**config.mk**
```make
export PLATFORM = sky130hd
export DESIGN_NAME = mem_arbiter
export DESIGN_NICKNAME = d
export VERILOG_FILES = /design/src/rtl/mem_arbiter.sv
export SDC_FILE = /design/constraint.sdc
export NUM_CORES = 1
export LEC_CHECK = 0
export BUFFER_PORTS_ARGS = -buffer_cell sky130_fd_sc_hd__buf_2
export CORE_AREA = 2 2 115 117
export DETAILED_ROUTE_END_ITERATION = 6
export DIE_AREA = 0 0 117 119
export HOLD_SLACK_MARGIN = 0.15
export MAX_ROUTING_LAYER = met4
export PLACE_DENSITY = 0.67
export SYNTH_ARGS = -nofsm -noshare
export SYNTH_HDL_FRONTEND = slang
export SYNTH_SLANG_ARGS = --single-unit
```
**constraint.sdc**
```tcl
create_clock -name clk -period 2.3 [get_ports clk]
set_input_delay 0.345 -clock clk [delete_from_list [all_inputs] [get_ports clk]]
set_output_delay 0.345 -clock clk [all_outputs]
set_load 0.03 [all_outputs]
```
**src/rtl/mem_arbiter.sv**
```systemverilog
// Two-requester arbiter (core C, loader L) for the single-port unified memory.
// Combinational grant, 1-cycle read return, loader burst lock with bounded core starvation.
module mem_arbiter #(
  parameter int unsigned AW      = 32,
  parameter int unsigned DW      = 32,
  parameter int unsigned MAXLOCK = 16
) (
  input  logic          clk,
  input  logic          reset,
  input  logic          c_req,
  input  logic          c_we,
  input  logic [AW-1:0] c_addr,
  input  logic [DW-1:0] c_wdata,
  output logic          c_gnt,
  output logic          c_rvalid,
  output logic [DW-1:0] c_rdata,
  input  logic          l_req,
  input  logic          l_we,
  input  logic [AW-1:0] l_addr,
  input  logic [DW-1:0] l_wdata,
  input  logic          l_lock,
  output logic          l_gnt,
  output logic          l_rvalid,
  output logic [DW-1:0] l_rdata,
  output logic          m_en,
  output logic          m_we,
  output logic [AW-1:0] m_addr,
  output logic [DW-1:0] m_wdata,
  input  logic [DW-1:0] m_rdata
);

  localparam int unsigned CW = 8;
  localparam logic [CW-1:0] MAXCNT = CW'(MAXLOCK);

  typedef enum logic [1:0] {ARB, LOCK, FORCE} state_t;
  typedef enum logic [1:0] {OWN_NONE, OWN_C, OWN_L} owner_t;

  state_t        state_q, state_d;
  owner_t        rd_owner_q, rd_owner_d;
  logic          last_l_q, last_l_d;
  logic [CW-1:0] lockcnt_q, lockcnt_d;

  // State register; reset drops any pending read return and releases the lock.
  always_ff @(posedge clk or negedge reset) begin
    if (!reset) begin
      state_q    <= ARB;
      last_l_q   <= 1'b1;
      lockcnt_q  <= '0;
      rd_owner_q <= OWN_NONE;
    end else begin
      state_q    <= state_d;
      last_l_q   <= last_l_d;
      lockcnt_q  <= lockcnt_d;
      rd_owner_q <= rd_owner_d;
    end
  end

  // Grant decision and next-state logic.
  always_comb begin
    state_d   = state_q;
    last_l_d  = last_l_q;
    lockcnt_d = lockcnt_q;
    c_gnt     = 1'b0;
    l_gnt     = 1'b0;
    case (state_q)
      ARB: begin
        if (c_req && (!l_req || last_l_q)) begin
          c_gnt    = 1'b1;
          last_l_d = 1'b0;
        end else if (l_req) begin
          l_gnt    = 1'b1;
          last_l_d = 1'b1;
          if (l_lock) begin
            state_d   = LOCK;
            lockcnt_d = CW'(1);
          end
        end
      end
      LOCK: begin
        if (!l_lock) begin
          state_d  = ARB;
          last_l_d = 1'b1;
        end else if (lockcnt_q == MAXCNT && c_req) begin
          state_d = FORCE;
        end else if (l_req) begin
          l_gnt = 1'b1;
          if (lockcnt_q != MAXCNT) lockcnt_d = lockcnt_q + CW'(1);
        end
      end
      FORCE: begin
        state_d = l_lock ? LOCK : ARB;
        if (c_req) begin
          c_gnt     = 1'b1;
          last_l_d  = 1'b0;
          lockcnt_d = '0;
        end
      end
      default: state_d = ARB;
    endcase
    if (!reset) begin
      c_gnt = 1'b0;
      l_gnt = 1'b0;
    end
  end

  // Memory port mux; idle port is parked at zero.
  assign m_en    = c_gnt | l_gnt;
  assign m_we    = c_gnt ? c_we    : (l_gnt ? l_we    : 1'b0);
  assign m_addr  = c_gnt ? c_addr  : (l_gnt ? l_addr  : '0);
  assign m_wdata = c_gnt ? c_wdata : (l_gnt ? l_wdata : '0);

  // Remember whose read is in flight so the returning data is steered to it.
  always_comb begin
    rd_owner_d = OWN_NONE;
    if (c_gnt && !c_we)      rd_owner_d = OWN_C;
    else if (l_gnt && !l_we) rd_owner_d = OWN_L;
  end

  assign c_rvalid = (rd_owner_q == OWN_C);
  assign l_rvalid = (rd_owner_q == OWN_L);
  assign c_rdata  = c_rvalid ? m_rdata : '0;
  assign l_rdata  = l_rvalid ? m_rdata : '0;

endmodule

```
# Word level (Yosys, flattened, before mapping)
# Index checks and enable logic that the tools add are counted.
# word_totals
elab_cells	77
out_inout_bits	134
in_bits	167
register_bits	13
# op_classes
eq_ne	17
mux	41
bitwise	1
add_sub_neg	1
n_reduce_logical	13
# ops
op	count
$mux W32	6
$mux W8	8
$pmux W8 S3	1
$ne A2 B2 Y1 const B	9
$mux W1	15
$mux W2	7
$reduce_and A9 Y1	1
$add A8 B1 Y8 const B	1
$eq A8 B5 Y1 const B	1
$ne A8 B5 Y1 const B	1
$reduce_and A4 Y1	2
$ne A3 B3 Y1 const B	2
$pmux W2 S3	1
$eq A2 B1 Y1 const B	2
$eq A2 B2 Y1 const B	2
$logic_and A1 B1 Y1	4
$pmux W1 S2	2
$logic_not A1 Y1	3
$pmux W1 S3	1
$reduce_bool A3 Y1	1
$logic_not A2 Y1	1
$logic_or A1 B1 Y1	1
$or A1 B1 Y1	1

# Depth between registers and ports, before layout
# depth
ltp_word	9
depth_mapped	9
ltp_nobuf	6

# Least setup slack after synthesis
# No wires, ideal clock.
# synth_path
path_kind	reg2out
from	reg state_q[0]
to	out m_addr[15]
path_slack_ps	22
t_arrival_ps	1933
path_stages_with_launch	7
n_path_buf	1
t_required_ps	1955
path_cell_list	dfrtp_1 -> inv_1 -> ha_1 -> a21oi_1 -> or2_2 -> clkbuf_1 -> o21ai_0
# synth_via
elab_chain_len	5
# synth_rtl
element	line_no	text
start, declared	38	state_t state_q, state_d;
start signal, assigned	51	state_q <= state_d;
$eq A2 B1 Y1 / $logic_not A2 Y1 (equally long branches)	65	case (state_q)
$pmux W1 S2	65	
$mux W1	100	if (!reset) begin
$mux W32	109	assign m_addr = c_gnt ? c_addr : (l_gnt ? l_addr : '0);
$mux W32 (*)	109	
end, declared	27	output logic [AW-1:0] m_addr,
# Mark *: on every way between the ends. The rest lies on a longest branch, timed or not.

# Final worst setup path
# layout_path
from	reg state_q[1]
to	out m_wdata[10]
# layout_via
elab_chain_len	5
# layout_rtl
element	line_no	text
$eq A2 B1 Y1 / $logic_not A2 Y1 (equally long branches)	65	
$pmux W1 S2	65	
$mux W1	100	
$mux W32	110	assign m_wdata = c_gnt ? c_wdata : (l_gnt ? l_wdata : '0);
$mux W32 (*)	110	
end, declared	28	output logic [DW-1:0] m_wdata,
# Marked as above.

==> flow_summary.html <==
<table>
<tr><th>Metric</th><th>Value</th></tr>
<tr><th colspan="2">Floorplanning</th></tr>
<tr><td>Area enclosed by the die boundary</td><td>13,920 um^2</td></tr>
<tr><td>Overall die width</td><td>117 um</td></tr>
<tr><td>Vertical die dimension</td><td>119 um</td></tr>
<tr><td># rows</td><td>42</td></tr>
<tr><td>Floorplan Core Area</td><td>12,870 um^2</td></tr>
<tr><td>Number of top-level pins</td><td>301</td></tr>
<tr><td>Initial standard-cell utilization of the core</td><td>21.73%</td></tr>
<tr><th colspan="2">Yosys</th></tr>
<tr><td>Count of warnings emitted by yosys</td><td>0</td></tr>
<tr><td>Flip-flop and latch count after synthesis</td><td>13</td></tr>
<tr><td>Ranking of synthesized cells by area</td><td>and2_1 (15%), o221ai_1 (14%), dfrtp_1 (11%)</td></tr>
<tr><td>Sequential cell area fraction in the yosys report</td><td>11.67%</td></tr>
<tr><td>Cell area after synthesis</td><td>2798 um^2</td></tr>
<tr><td>Cell with the most instances after synthesis</td><td>inv_1</td></tr>
<tr><td>Number of distinct standard cells referenced by the synthesized netlist</td><td>34</td></tr>
<tr><td>Most used flip-flop cell after synthesis</td><td>dfrtp_1</td></tr>
<tr><td>Synthesized Nets</td><td>582</td></tr>
<tr><td>Async SR Flop Fraction</td><td>100.0%</td></tr>
<tr><td>Synth area leader</td><td>and2_1</td></tr>
<tr><td>Synthesized area per cell</td><td>6.840 um^2</td></tr>
<tr><td>Cells after Synth</td><td>409</td></tr>
<tr><td>Area share of the largest cell type after synthesis</td><td>14.76%</td></tr>
<tr><td>Most instantiated cells after synthesis</td><td>inv_1 (74), and2_1 (66), o221ai_1 (44), o21ai_1 (40), o21ai_0 (31)</td></tr>
<tr><td>Number of synthesized flops with an enable pin</td><td>0</td></tr>
<tr><th colspan="2">Cells and area</th></tr>
<tr><td>Fraction of the core area covered by cells at the end of the flow</td><td>44.89%</td></tr>
<tr><td>Layout Cells excl Fill</td><td>904</td></tr>
<tr><td>Final Net Count</td><td>902</td></tr>
<tr><td>Area overhead of the layout relative to synthesis</td><td>106.6%</td></tr>
<tr><td>Ant diodes</td><td>0</td></tr>
<tr><td>Fraction of final layout cells sized beyond drive strength 1</td><td>60.71%</td></tr>
<tr><th colspan="2">STA</th></tr>
<tr><td>Share of the cycle needed by the critical path after routing</td><td>103.9%</td></tr>
<tr><td>Final hold slack</td><td>0.2932 ns</td></tr>
<tr><td>Achievable Freq</td><td>418.5 MHz</td></tr>
<tr><td>Time the final worst path needs with I/O delays and setup</td><td>2.390 ns</td></tr>
<tr><td>Post-route clock skew</td><td>0.002670 ns</td></tr>
<tr><td>Total setup violations reported at the end of the flow</td><td>44</td></tr>
<tr><td>Total count of max-transition violations in the final report</td><td>0</td></tr>
<tr><td>Relative slew slack</td><td>67.52%</td></tr>
<tr><td>Hold Vio Cnt, Final</td><td>0</td></tr>
<tr><td>RSZ-0062 raised after global routing</td><td>true</td></tr>
<tr><td>Pin slew with the least headroom to its limit</td><td>0.4872 ns</td></tr>
<tr><td>Final Worst Setup Slack</td><td>-0.08953 ns</td></tr>
<tr><th colspan="2">Clock tree</th></tr>
<tr><td>CTS H-tree depth</td><td>1</td></tr>
<tr><td>Number of buffers inserted during clock tree synthesis</td><td>3</td></tr>
<tr><td>Clock Tree Root</td><td>clkbuf_16</td></tr>
<tr><td>CTS tree</td><td>built</td></tr>
<tr><td>Clock network latency to the later pin of the worst-skew pair</td><td>0.25 ns</td></tr>
<tr><td>Clock sink total</td><td>13</td></tr>
<tr><td>Maximum root-to-sink buffer count</td><td>2</td></tr>
<tr><td>Clk slew on worst S/H paths</td><td>0.05 ns</td></tr>
<tr><th colspan="2">Critical path</th></tr>
<tr><td>Critical setup path kind</td><td>flip-flop to primary output</td></tr>
<tr><td>Required arrival time at the worst endpoint</td><td>1.96 ns</td></tr>
<tr><td>Peak fanout along the critical path</td><td>7</td></tr>
<tr><td>R2r setup slk</td><td>0.46 ns</td></tr>
<tr><td>Data arrival time of the critical path</td><td>2.04 ns</td></tr>
<tr><td>Type of element capturing the critical path</td><td>primary output</td></tr>
<tr><td>Category of the worst setup path launch point</td><td>flip-flop</td></tr>
<tr><th colspan="2">Run</th></tr>
<tr><td>Max-cap check violation count</td><td>0</td></tr>
<tr><th colspan="2">Placed design</th></tr>
<tr><td>Number of buffers added on ports</td><td>300</td></tr>
<tr><td>Placed Cells incl. Taps</td><td>867</td></tr>
<tr><td>Setup slack at placement</td><td>0.1624 ns</td></tr>
<tr><td>Placer Congestion</td><td>0.8741</td></tr>
<tr><td>HPWL after detailed placement</td><td>9315 um</td></tr>
<tr><th colspan="2">Run status</th></tr>
<tr><td>Run status</td><td>complete, but fails checks</td></tr>
<tr><td>Violated checks</td><td>negative setup slack</td></tr>
<tr><th colspan="2">Hold path</th></tr>
<tr><td>Path type of the worst min-delay path</td><td>input port to flip-flop</td></tr>
<tr><th colspan="2">Route</th></tr>
<tr><td>Mean number of vias per cell</td><td>4.852</td></tr>
<tr><td>Initial detailed-routing violation count</td><td>234</td></tr>
<tr><td>Vias after detailed routing</td><td>4,386</td></tr>
<tr><td>DRC violations left</td><td>0</td></tr>
<tr><td>Pre-Repair DR Iteration Count</td><td>6</td></tr>
<tr><td>Detail Route Antenna Nets</td><td>0</td></tr>
<tr><td>Post-detailed-route wirelength per cell</td><td>16.24 um</td></tr>
<tr><td>Wire length after detailed routing</td><td>14,680 um</td></tr>
<tr><th colspan="2">GRT</th></tr>
<tr><td>Total congestion overflow</td><td>0</td></tr>
<tr><td>Total global-route track usage</td><td>16.75%</td></tr>
<tr><td>Number of antenna violations at the first check in global routing</td><td>0</td></tr>
<tr><td>Global-route wire length before repair</td><td>18,460 um</td></tr>
<tr><td>Maximum number of pins on one net before global-route repair</td><td>67</td></tr>
<tr><td>Vias in the first global route</td><td>3,848</td></tr>
<tr><th colspan="2">Pwr</th></tr>
<tr><td>Worst VDD drop</td><td>0.2894 mV</td></tr>
<tr><td>Leakage component of the power</td><td>2.990 nW</td></tr>
<tr><td>Total power draw</td><td>0.004199 W</td></tr>
<tr><td>Power Density</td><td>726.6 nW/um^2</td></tr>
</table>
area by class of cell:
cell class                 instances  area [um^2]
clock buffer                       4        78.83
multi-input combinational        276         2357
timing repair buffer             361         2515
inverter                          74        280.3
tap                              176        220.2
fill                            1254         7096
sequential                        13        327.8
layer usage:
layer  up-vias  track usage (%)  share of wire [%]
met5         -                -                  0
met4         0            2.868                1.2
li1       2113                -                  -
met1      2008            19.40                 40
met2       252            31.68                 52
met3        13            1.018                6.8
flip-flops by register name, indices dropped and copies added (netlist names):
signal / count
rd_owner_q: 2
state_q: 2
last_l_q: 1
lockcnt_q: 8
kinds of logic (layout without fill, tap and decap cells):
family                   Yosys count  count (layout)  share of synthesized area, %
AO/OA/AOI/OAI                    164             164                         44.10
multiplexers                       3               3                         1.118
adder cells (fa/ha/maj)            6               6                         2.683
buffers and inverters            120             439                         18.02
flip-flops                        13              13                         11.67
AND/OR/NAND/NOR                  103             103                         22.41
cells in the final DEF, fill, tap and decap left out, types with 2 or more instances in the layout:
cell,instances
a21oi_1,7
a21oi_4,2
a31o_2,2
a31oi_1,10
a41oi_1,4
and2_1,66
buf_12,10
buf_16,3
buf_2,235
buf_4,91
buf_6,10
clkbuf_16,12
dfrtp_1,11
dlygate4sd3_1,2
ha_1,2
ha_4,3
inv_1,70
inv_2,3
mux2i_1,2
nand2_1,8
nand3_1,4
nand4_1,3
nor2_1,6
nor2_4,2
nor2b_1,3
nor3_1,3
o21ai_0,8
o21ai_1,60
o21ai_2,3
o221ai_1,12
o221ai_2,46
o221ai_4,6
worst max-delay path: stages (launching register included):
cell and delay [ns]:
dfrtp_1 0.41, inv_2 0.11, ha_4 0.14, nand4_1 0.14, a21oi_4 0.23, buf_12 0.19
buf_6 0.14, o221ai_2 0.09, o21ai_1 0.15, buf_4 0.20
power by group:
group          leakage, nW  switching (W)  internal (W)  total [W]
Sequential           0.170      0.0000487      0.000288   0.000337
Clock               0.0382       0.000108      0.000235   0.000343
Combinational         2.78        0.00204       0.00148    0.00352
repair_timing:
item | 4_1_cts | 5_1_grt
resized for setup | 76 | 93
buffers inserted | 4 | 12
hold buffers | 2 | 0
cloned | 1 | 14
endpoints found under the setup margin | 67 | 67
pin swaps | 14 | 25
hold endpoints to repair | 3 | 0
worst paths after layout:
path,to,start,cells after the start
setup / recovery,m_wdata[10],state_q[1],9
hold reg to reg,last_l_q,last_l_q,2
setup reg to reg,lockcnt_q[6],state_q[1],7
min in group asynchronous,rd_owner_q[0],reset,2
max in group asynchronous,state_q[0],reset,3
hold / removal,rd_owner_q[0],c_we,2
per-stage QoR:
stage / setup TNS [ns] / cell area [um^2]
floorplan: 0 / 2798
global placement: 0 / 4648
detailed placement: 0 / 4648
CTS: -1.221 / 5015
global route: -7.093 / 5779
finish: -1.502 / 5779
(Power assumes the default switching activity.)
